===== src/rtl/uart_defs.sv =====
// Shared 8N1 UART definitions: frame constants and receiver/transmitter FSM states.
package uart_defs;

  localparam int unsigned DATA_BITS = 8;
  localparam int unsigned STOP_BITS = 1;

  typedef enum logic [2:0] {
    ST_IDLE  = 3'd0,
    ST_START = 3'd1,
    ST_DATA  = 3'd2,
    ST_STOP  = 3'd3,
    ST_BREAK = 3'd4
  } uart_state_e;

endpackage


===== src/rtl/sync_2ff.sv =====
// Two-flop synchronizer for a single asynchronous bit with a configurable reset value.
module sync_2ff #(
  parameter logic RST_VAL = 1'b1
) (
  input  logic clk,
  input  logic rst_n,
  input  logic i_d,
  output logic o_q
);

  logic r_meta;
  logic r_q;

  always_ff @(posedge clk or negedge rst_n) begin
    if (!rst_n) begin
      r_meta <= RST_VAL;
      r_q    <= RST_VAL;
    end else begin
      r_meta <= i_d;
      r_q    <= r_meta;
    end
  end

  assign o_q = r_q;

endmodule


===== src/rtl/uart_rx.sv =====
// 8N1 UART receiver: mid-bit sampling off a FSM-controlled down-counting bit timer.
module uart_rx
  import uart_defs::*;
#(
  parameter int unsigned FREQ = 50_000_000,
  parameter int unsigned RATE = 2_000_000
) (
  input  logic                 clk,
  input  logic                 rst_n,
  input  logic                 i_rx,
  output logic [DATA_BITS-1:0] o_data,
  output logic                 o_vld,
  output logic                 o_frame_err
);

  localparam int unsigned DIV  = FREQ / RATE;
  localparam int unsigned HALF = DIV / 2;
  localparam int unsigned TW   = $clog2(DIV);
  localparam int unsigned IW   = $clog2(DATA_BITS);

  if (DIV < 4) begin : g_div_too_small
    $error("uart_rx: FREQ/RATE must be at least 4");
  end

  logic                 w_rx;
  logic                 w_tick;
  uart_state_e          r_state,  w_state_nxt;
  logic [TW-1:0]        r_timer,  w_timer_nxt;
  logic [IW-1:0]        r_idx,    w_idx_nxt;
  logic [DATA_BITS-1:0] r_shift,  w_shift_nxt;
  logic [DATA_BITS-1:0] r_data,   w_data_nxt;
  logic                 r_vld,    w_vld_nxt;
  logic                 r_ferr,   w_ferr_nxt;

  sync_2ff #(.RST_VAL(1'b1)) u_sync (
    .clk   (clk),
    .rst_n (rst_n),
    .i_d   (i_rx),
    .o_q   (w_rx)
  );

  always_ff @(posedge clk or negedge rst_n) begin
    if (!rst_n) begin
      r_state <= ST_IDLE;
      r_timer <= '0;
      r_idx   <= '0;
      r_shift <= '0;
      r_data  <= '0;
      r_vld   <= 1'b0;
      r_ferr  <= 1'b0;
    end else begin
      r_state <= w_state_nxt;
      r_timer <= w_timer_nxt;
      r_idx   <= w_idx_nxt;
      r_shift <= w_shift_nxt;
      r_data  <= w_data_nxt;
      r_vld   <= w_vld_nxt;
      r_ferr  <= w_ferr_nxt;
    end
  end

  assign w_tick = (r_timer == '0);

  // A sample is taken on the cycle the timer reaches zero; otherwise it counts down.
  always_comb begin
    w_state_nxt = r_state;
    w_timer_nxt = r_timer;
    w_idx_nxt   = r_idx;
    w_shift_nxt = r_shift;
    w_data_nxt  = r_data;
    w_vld_nxt   = 1'b0;
    w_ferr_nxt  = 1'b0;
    case (r_state)
      ST_IDLE: begin
        if (!w_rx) begin
          w_state_nxt = ST_START;
          w_timer_nxt = TW'(HALF - 1);
        end
      end
      ST_START: begin
        if (!w_tick) begin
          w_timer_nxt = r_timer - 1'b1;
        end else if (w_rx) begin
          w_state_nxt = ST_IDLE;
        end else begin
          w_state_nxt = ST_DATA;
          w_idx_nxt   = '0;
          w_timer_nxt = TW'(DIV - 1);
        end
      end
      ST_DATA: begin
        if (!w_tick) begin
          w_timer_nxt = r_timer - 1'b1;
        end else begin
          w_shift_nxt = {w_rx, r_shift[DATA_BITS-1:1]};
          w_timer_nxt = TW'(DIV - 1);
          if (r_idx == IW'(DATA_BITS - 1)) begin
            w_state_nxt = ST_STOP;
          end else begin
            w_idx_nxt = r_idx + 1'b1;
          end
        end
      end
      ST_STOP: begin
        if (!w_tick) begin
          w_timer_nxt = r_timer - 1'b1;
        end else if (w_rx) begin
          w_data_nxt  = r_shift;
          w_vld_nxt   = 1'b1;
          w_state_nxt = ST_IDLE;
        end else begin
          w_ferr_nxt  = 1'b1;
          w_state_nxt = ST_BREAK;
        end
      end
      ST_BREAK: begin
        if (w_rx) begin
          w_state_nxt = ST_IDLE;
        end
      end
      default: begin
        w_state_nxt = ST_IDLE;
        w_timer_nxt = '0;
      end
    endcase
  end

  assign o_data      = r_data;
  assign o_vld       = r_vld;
  assign o_frame_err = r_ferr;

endmodule


===== config.mk =====
export PLATFORM = sky130hd
export DESIGN_NAME = uart_rx
export DESIGN_NICKNAME = d
export VERILOG_FILES = /design/src/rtl/uart_defs.sv /design/src/rtl/sync_2ff.sv /design/src/rtl/uart_rx.sv
export SDC_FILE = /design/constraint.sdc
export NUM_CORES = 1
export LEC_CHECK = 0
export BUFFER_PORTS_ARGS = -buffer_cell sky130_fd_sc_hd__buf_4
export CORE_ASPECT_RATIO = 1.25
export CORE_MARGIN = 2
export CORE_UTILIZATION = 50
export DETAILED_ROUTE_END_ITERATION = 10
export PLACE_DENSITY = 0.76
export SLEW_MARGIN = 30
export SYNTH_ARGS = -nofsm -noshare
export SYNTH_HDL_FRONTEND = slang
export SYNTH_SLANG_ARGS = --single-unit

===== constraint.sdc =====
create_clock -name clk -period 2.7 [get_ports clk]
set_clock_uncertainty 0.1 [all_clocks]
set_input_delay 0.54 -clock clk [delete_from_list [all_inputs] [get_ports clk]]
set_output_delay 0.54 -clock clk [all_outputs]
set_load 0.01 [all_outputs]

# Yosys cells after proc, flatten, opt, wreduce, memory -nomap -nowiden
# Cells that the tools add are included.
# Widths: inputs -> output; s select.
# word_totals
ff_bits,31
latchBits,0
mem_bits_rw,0
rom_bits,0
in_bits,3
out_inout_bits,10
wordCells,61
n_memories,0
# classes
add_sub_neg,2
n_mul,0
div,0
order_cmp,0
n_eq_ne,15
shifts,0
n_mux,26
bitwise_logic,1
reduce_logical,8
# ops
op,n
$mux 3,11
$mux 5,5
$pmux 5 s5,1
$ne 2x2->1 const B,8
$pmux 3 s5,1
$eq 3x2->1 const B,2
$eq 3x3->1 const B,2
$mux 1,6
$pmux 3 s2,1
$reduce_and 6->1,1
$logic_not 5->1,1
$reduce_and 5->1,1
$sub 5x1->5 const B,1
$reduce_and 4->1,1
$add 3x1->3 const B,1
$eq 3x1->1 const B,1
$logic_not 3->1,1
$ne 3x3->1 const B,1
$reduce_and 3->1,1
$mux 2,1
$ne 2x1->1 const B,1
$reduce_and 2->1,1
$reduce_bool 2->1,1
$not 1->1,1

# Logic depth before layout (Yosys ltp)
# Gate-level depths: netlist (run 1).
# logic_depth
word_depth,4
ltp_mapped,7
ltp_nobuf,6

# By module
# Synthesis (run 1) repeated with hierarchy kept, for this count alone.
# hier_totals
cells_unflattened,121
area_unflattened_um2,1481.4
# by_module_without_submodules
mod,instances,cells_per_inst,area_each_um2,seq_area_each_um2
uart_rx,1,119,1428.9,725.7
sync_2ff,1,2,52.6,52.6

# Worst setup path after synthesis (run 1)
# Ideal clock, no wire load.
# synth_path
path_type,register to register
from,reg r_timer[0]
to,reg r_shift[0]
setup_time_ps,125
t_arrival_ps,1976
required_ps,2475
path_slack_ps,499
stages_incl_launch_ff,7
path_buffers,1
synth_period_minus_slack_ps,2201
cell_sequence,dfrtp_1 inv_1 ha_1 or4b_4 or4_1 buf_6 mux2_4
# synth_between
elab_chain_cells,2
# synth_lines
element,line_no,source
start: declaration,uart_rx.sv:28,"logic [TW-1:0] r_timer, w_timer_nxt;"
start signal: assignment,uart_rx.sv:53,r_timer <= w_timer_nxt;
$logic_not 5->1,uart_rx.sv:62,assign w_tick = (r_timer == '0);
$reduce_and 2->1 (no source line),n/a,
end signal: assignment,uart_rx.sv:55,r_shift <= w_shift_nxt;
end: declaration,uart_rx.sv:30,"logic [DATA_BITS-1:0] r_shift, w_shift_nxt;"
# No other way between the ends.
# A chain may end at the register's enable or synchronous reset.

# Final worst setup path (run 1)
# layout_path
from,reg r_timer[0]
to,reg r_shift[5]
# The elaborated chain is that of the path after synthesis.

==> results.md, run 1 <==
- Result of the run: finished clean
- Area added between synthesis and finish: 13.9%
- Netlist Area Pre-Place: 1430 um2
- HPWL after DPL: 1.73 mm
- Io pins: 13
- Post-CTS Hold Buffers: 0
- Avg Vias per Cell: 5.52
- First-pass GRT wire length: 4.08 mm
- GP Congestion: 0.805
- Syn nets: 125
- Fin. max-slew vios: 0
- Largest stage delay, worst path: 690 ps
- Crit path required time: 2810 ps
- Crit path cell chain: inv_1 -> ha_1 -> or4b_4 -> or4_1 -> mux2_4
- Hold Vio Cnt, Final: 0
- CP endpoint kind: flip-flop
- CTS tree: done
- Critical path launch point type: flip-flop
- Core area: 2710 um2
- Final WL: 2.45 mm
- WP buf/inv: 1
- Synthesized instance count: 119
- DR iter-0 viols: 31
- Max Cap Viol: 0
- Post-synthesis compound-gate area fraction: 11.9%
- Internal: 0.968 mW
- Combinational share of power: 28.2%
- Critical path class: reg2reg
- Total grt overflow: 0
- Height of the die: 63.7 um
- Sum of negative setup slack: 0 ps
- P_leak: 0.827 nW
- CP arrival: 2610 ps
- Setup ws final: 200 ps
- Slew HR: 65.2%
- Hold crit path type: in2async
- Mux contribution to synthesized area: 16.0%
- Layout cells sized above 1: 34.3%
- Sequential fraction of the synthesis area: 54.6%
- Synth Flop Type: dfrtp_1
- Clock share of power: 26.3%
- Post-CTS setup buffers: 0
- Crit-path leading delay family: simple AND/OR/NAND/NOR gates
- Pin count of the biggest net entering global routing: 32
- Simple-Gate Fraction of Synth Area: 10.3%
- WL per Instance: 14.6 um
- Num CTS Buffers: 5
- Maximum clock rate: 400 MHz
- Tcrit/Tclk final: 92.6%
- ANT nets after route: 0
- Via count: 927
- Num Clock Sinks: 31
- DRT Pass-1 Iters: 4
- Starting Density: 52.7%
- Die X: 51.8 um
- XOR/XNOR Fraction of Synth Area: 0.614%
- H-tree levels: 2
- Clock buffer depth: 2
- Clk slew on worst S/H paths: 90 ps
- Antenna diodes: 0
- Sw Share: 31.5%
- Fin nets: 139
- Place WS: 229 ps
- Unrepaired setup endpoints after global routing: no
- Final min period: 2500 ps
- Critical Path Fanout Max: 10
- Number of global-route vias before repair: 876
- Synth Warn #: 0
- Asr flop ratio synth: 100%
- Largest family of logic cells by synthesized area: multiplexers
- PD cells: 869 nW/um2
- CTS Root Cell: clkbuf_4
- Sequential share of power: 45.5%
- Cell variety after synth: 36
- Initial antenna violation count: 0
- Number of synthesized flops with an enable pin: 0
- Worst-Margin Slew: 522 ps
- Placement row count: 21
- Max VDD drop: 0.000747 V
- Layout Cells excl Fill: 168
- Synth area leader: dfrtp_1
- Cell Count Post-Placement: 160
- Post-route DRC violation count: 0
- Post-CTS sizing: 0
- Top cells by area, synth: dfrtp_1 51%, mux2_2 7.9%, mux2_4 7.4%
- Total track usage: 17.2%
- Syn avg cell area: 12.0 um2
- Die ar.: 3300 um2
- Top-area cell type share of the netlist area: 50.9%
- Synth cell count leaders: 29 x dfrtp_1, 10 x mux2_2, 9 x a21oi_1, 8 x nor2_1, 7 x mux2_4
- Adder-cell area share of the yosys netlist: 2.63%
- Crit-path slowest cell: or4_1
- Port Buffers: 12
- Count leader, synth: dfrtp_1
- Switch Pwr: 0.445 mW
- #FFs+latches synth: 31
- # setup viols final: 0
- Clk_lat worst skew: 330 ps
## placed cells by master, fill, tap and decap left out, types with 2 or more instances in the layout
cell,n
dfrtp_1,29
buf_4,14
mux2_2,10
a21oi_1,9
nor2_1,8
mux2_4,7
inv_1,6
nand2_1,5
clkbuf_4,5
o21ai_0,4
nor3_1,3
ha_1,3
nand2b_1,2
o2bb2ai_1,2
a22o_1,2
a31oi_1,2
dfstp_2,2
## worst register-to-register path: stages (launching register included)
cell,delay [ps]
dfrtp_1,410
inv_1,80
ha_1,210
or4b_4,500
or4_1,690
mux2_4,390
## path summary, 6_finish.rpt
path,start,endpoint,slack [ps],cells past startpoint
setup / recovery,r_timer[0],r_shift[5],200,5
hold / removal,rst_n,r_timer[2],20,1
setup reg to reg,r_timer[0],r_shift[5],200,5
hold reg to reg,u_sync.r_meta,u_sync.o_q,270,0
max in group asynchronous,rst_n,u_sync.o_q,2150,1
min in group clk,i_rx,u_sync.r_meta,210,1
## layout make-up
class,instances,area (um2)
fillers,223,1080
flip-flops and latches,31,778
well taps,34,42.5
multi-input cells,75,591
repair buffers,14,105
clock buffers,6,51.3
inverters,6,22.5
clock inverters,2,35.0
## flip-flops by register name, indices dropped and copies added (netlist names)
name	count
r_idx	3
u_sync.r_meta	1
r_timer	5
u_sync.o_q	1
o_frame_err	1
o_data	8
r_shift	8
o_vld	1
r_state	3
## power groups by stage
stage               clock (mW)  sequential [mW]  combinational [mW]
floorplan                    0            0.602               0.351
global placement             0            0.645               0.385
detailed placement           0            0.648               0.400
CTS                      0.385            0.640               0.402
global route             0.401            0.655               0.445
finish                   0.372            0.643               0.399
## kinds of logic after synthesis
group / Yosys count
AOI/OAI and AO/OA: 26
xor gates and xnor gates: 1
adders and majority gates: 3
buffers and inverters: 13
DFF: 31
muxes: 18
and+or+nand+nor: 27
## per-layer routing
metal / part of all wire [%] / up-vias / wire, um / GRT usage [%]
li1: - / 447 / - / -
met1: 43 / 462 / 1060 / 19.9
met2: 52 / 13 / 1270 / 28.4
met3: 3.3 / 5 / 80 / 6.40
met4: 1.7 / 0 / 42 / 6.91
met5: 0 / - / 0 / 0
## per-stage QoR
stage | hold WS, ps | total power, mW | util (%) | cell area (um2)
floorplan | 144 | 0.953 | - | 1430
global route | 42.9 | 1.50 | 60.1 | 1630
global placement | 246 | 1.03 | 56.9 | 1540
CTS | 29.6 | 1.43 | 60.1 | 1630
detailed placement | 253 | 1.05 | 56.9 | 1540
finish | 23.0 | 1.41 | 60.1 | 1630
No activity file was read; power rests on OpenSTA's default activity.
==> run 2: changes to the inputs <==
--- a/config.mk
+++ b/config.mk
@@ -6,7 +6,7 @@
 export NUM_CORES = 1
 export LEC_CHECK = 0
 export BUFFER_PORTS_ARGS = -buffer_cell sky130_fd_sc_hd__buf_4
-export CORE_ASPECT_RATIO = 1.25
+export CORE_ASPECT_RATIO = 1.75
 export CORE_MARGIN = 2
 export CORE_UTILIZATION = 50
 export DETAILED_ROUTE_END_ITERATION = 10
==> run 2 against run 1 <==
  * Register-to-register slack is essentially flat
  * Via count grew 5.3%
  * Setup slack gained 4.9 ps
  * Sequential power shrank 2%
  * Sequential share of layout area shrank 0.37 points
  * Hold slack gained 54 ps
  * Maximum frequency grew 0.20%
  * Die area grew 0.43%
  * Largest power group unchanged
==> results.md, run 2 (synthesis results as in run 1) <==
- Pin count of the biggest net entering global routing: 32
- Maximum clock rate: 401 MHz
- Result of the run: finished clean
- Clock buffer depth: 2
- Hold Vio Cnt, Final: 0
- Hold crit path type: in2async
- Num Clock Sinks: 31
- Commonest non-fill, non-tap cell in the layout: dfrtp_1
- Sum of negative setup slack: 0 ps
- Die X: 44.4 um
- Slew HR: 67.0%
- Clk slew on worst S/H paths: 60 ps
- Critical path launch point type: flip-flop
- Total grt overflow: 0
- WL per Instance: 15.6 um
- Fin. max-slew vios: 0
- Place WS: 215 ps
- Starting Density: 52.4%
- Layout Cells excl Fill: 162
- Fillers: 223
- Tcrit/Tclk final: 92.4%
- Largest stage delay, worst path: 680 ps
- Cell Count Post-Placement: 154
- Port Buffers: 12
- WP buf/inv: 1
- Worst-Margin Slew: 495 ps
- Area added between synthesis and finish: 14.8%
- Post-CTS Hold Buffers: 0
- First-pass GRT wire length: 4.26 mm
- Fin nets: 140
- Core area: 2720 um2
- CP endpoint kind: flip-flop
- GP Congestion: 0.935
- Placement row count: 25
- Post-route DRC violation count: 0
- Height of the die: 74.7 um
- Total track usage: 18.0%
- DRT Pass-1 Iters: 4
- Reg area: 778 um2
- Crit path cell chain: inv_1 -> ha_1 -> or4b_4 -> or4_1 -> mux2_4
- Unrepaired setup endpoints after global routing: no
- Setup ws final: 205 ps
- Max VDD drop: 0.000675 V
- Via count: 976
- Number of global-route vias before repair: 962
- H-tree levels: 2
- PD cells: 888 nW/um2
- Area of the multi-input gates: 591 um2
- # setup viols final: 0
- Most frequent cells in the layout: 29 x dfrtp_1, 15 x buf_4, 10 x mux2_2
- CTS Root Cell: clkbuf_8
- Crit path required time: 2760 ps
- Final WL: 2.54 mm
- Post-CTS setup buffers: 0
- DR iter-0 viols: 27
- Io pins: 13
- ANT nets after route: 0
- Antenna diodes: 0
- Num CTS Buffers: 5
- Post-CTS sizing: 0
- Initial antenna violation count: 0
- Avg Vias per Cell: 6.02
- CP arrival: 2560 ps
- Critical Path Fanout Max: 10
- HPWL after DPL: 1.88 mm
- Crit-path slowest cell: or4_1
- Critical path class: reg2reg
- CTS tree: done
- Layout cells sized above 1: 34.1%
- Final min period: 2490 ps
- Max Cap Viol: 0
- Die ar.: 3310 um2
- P_leak: 0.835 nW
- Crit-path leading delay family: simple AND/OR/NAND/NOR gates
- Clk_lat worst skew: 280 ps
[run 2: cell count changes in the layout (fill, tap and decap cells not counted), sizes merged]
cell	change
clkinv	-1
buf	+1
bufinv	-1
clkbuf	+2
[run 2: area by class of cell]
class	instances	share of cell area, %
inverters	6	1.38
multi-input cells	75	36.1
well taps	27	2.06
clock buffers	8	6.11
flip-flops and latches	31	47.5
repair buffers	15	6.88
[run 2: metal layers]
| metal | GRT usage [%] | wire length [um] | part of all wire, % |
|---|---|---|---|
| met1 | 16.9 | 907 | 36 |
| met2 | 32.5 | 1410 | 56 |
| met3 | 5.52 | 123 | 4.9 |
| met4 | 11.8 | 95 | 3.7 |
| met5 | 0 | 0 | 0 |
[run 2: path summary, 6_finish.rpt]
path | from | cells past startpoint | end | slack, ps
max reg2reg | r_timer[0] | 5 | r_shift[4] | 210
max in group asynchronous | rst_n | 1 | u_sync.o_q | 2110
min | rst_n | 1 | o_data[0] | 80
max | r_timer[0] | 5 | r_shift[4] | 210
min reg2reg | u_sync.r_meta | 0 | u_sync.o_q | 260
min in group clk | u_sync.r_meta | 0 | u_sync.o_q | 260
[run 2: worst reg2reg max path, delay by kind of cell, from the launching register on]
family / cells / cell delay [ps]
DFF: 1 / 400
buffers and inverters: 1 / 90
and+or+nand+nor: 2 / 1170
muxes: 1 / 390
adders and majority gates: 1 / 230
[run 2: through the flow]
step | total power [mW] | area [um2] | hold WS [ps] | util (%)
CTS | 1.46 | 1640 | 81.8 | 60.2
global placement | 1.04 | 1540 | 247 | 56.5
global route | 1.55 | 1640 | 98.7 | 60.2
finish | 1.45 | 1640 | 77.4 | 60.2
floorplan | 0.953 | 1430 | 144 | -
detailed placement | 1.07 | 1540 | 249 | 56.5
[run 2: power by group]
group	switching [mW]	leakage, nW	internal, mW
clock network	0.156	0.0515	0.232
registers	0.0853	0.410	0.546
logic	0.221	0.373	0.213
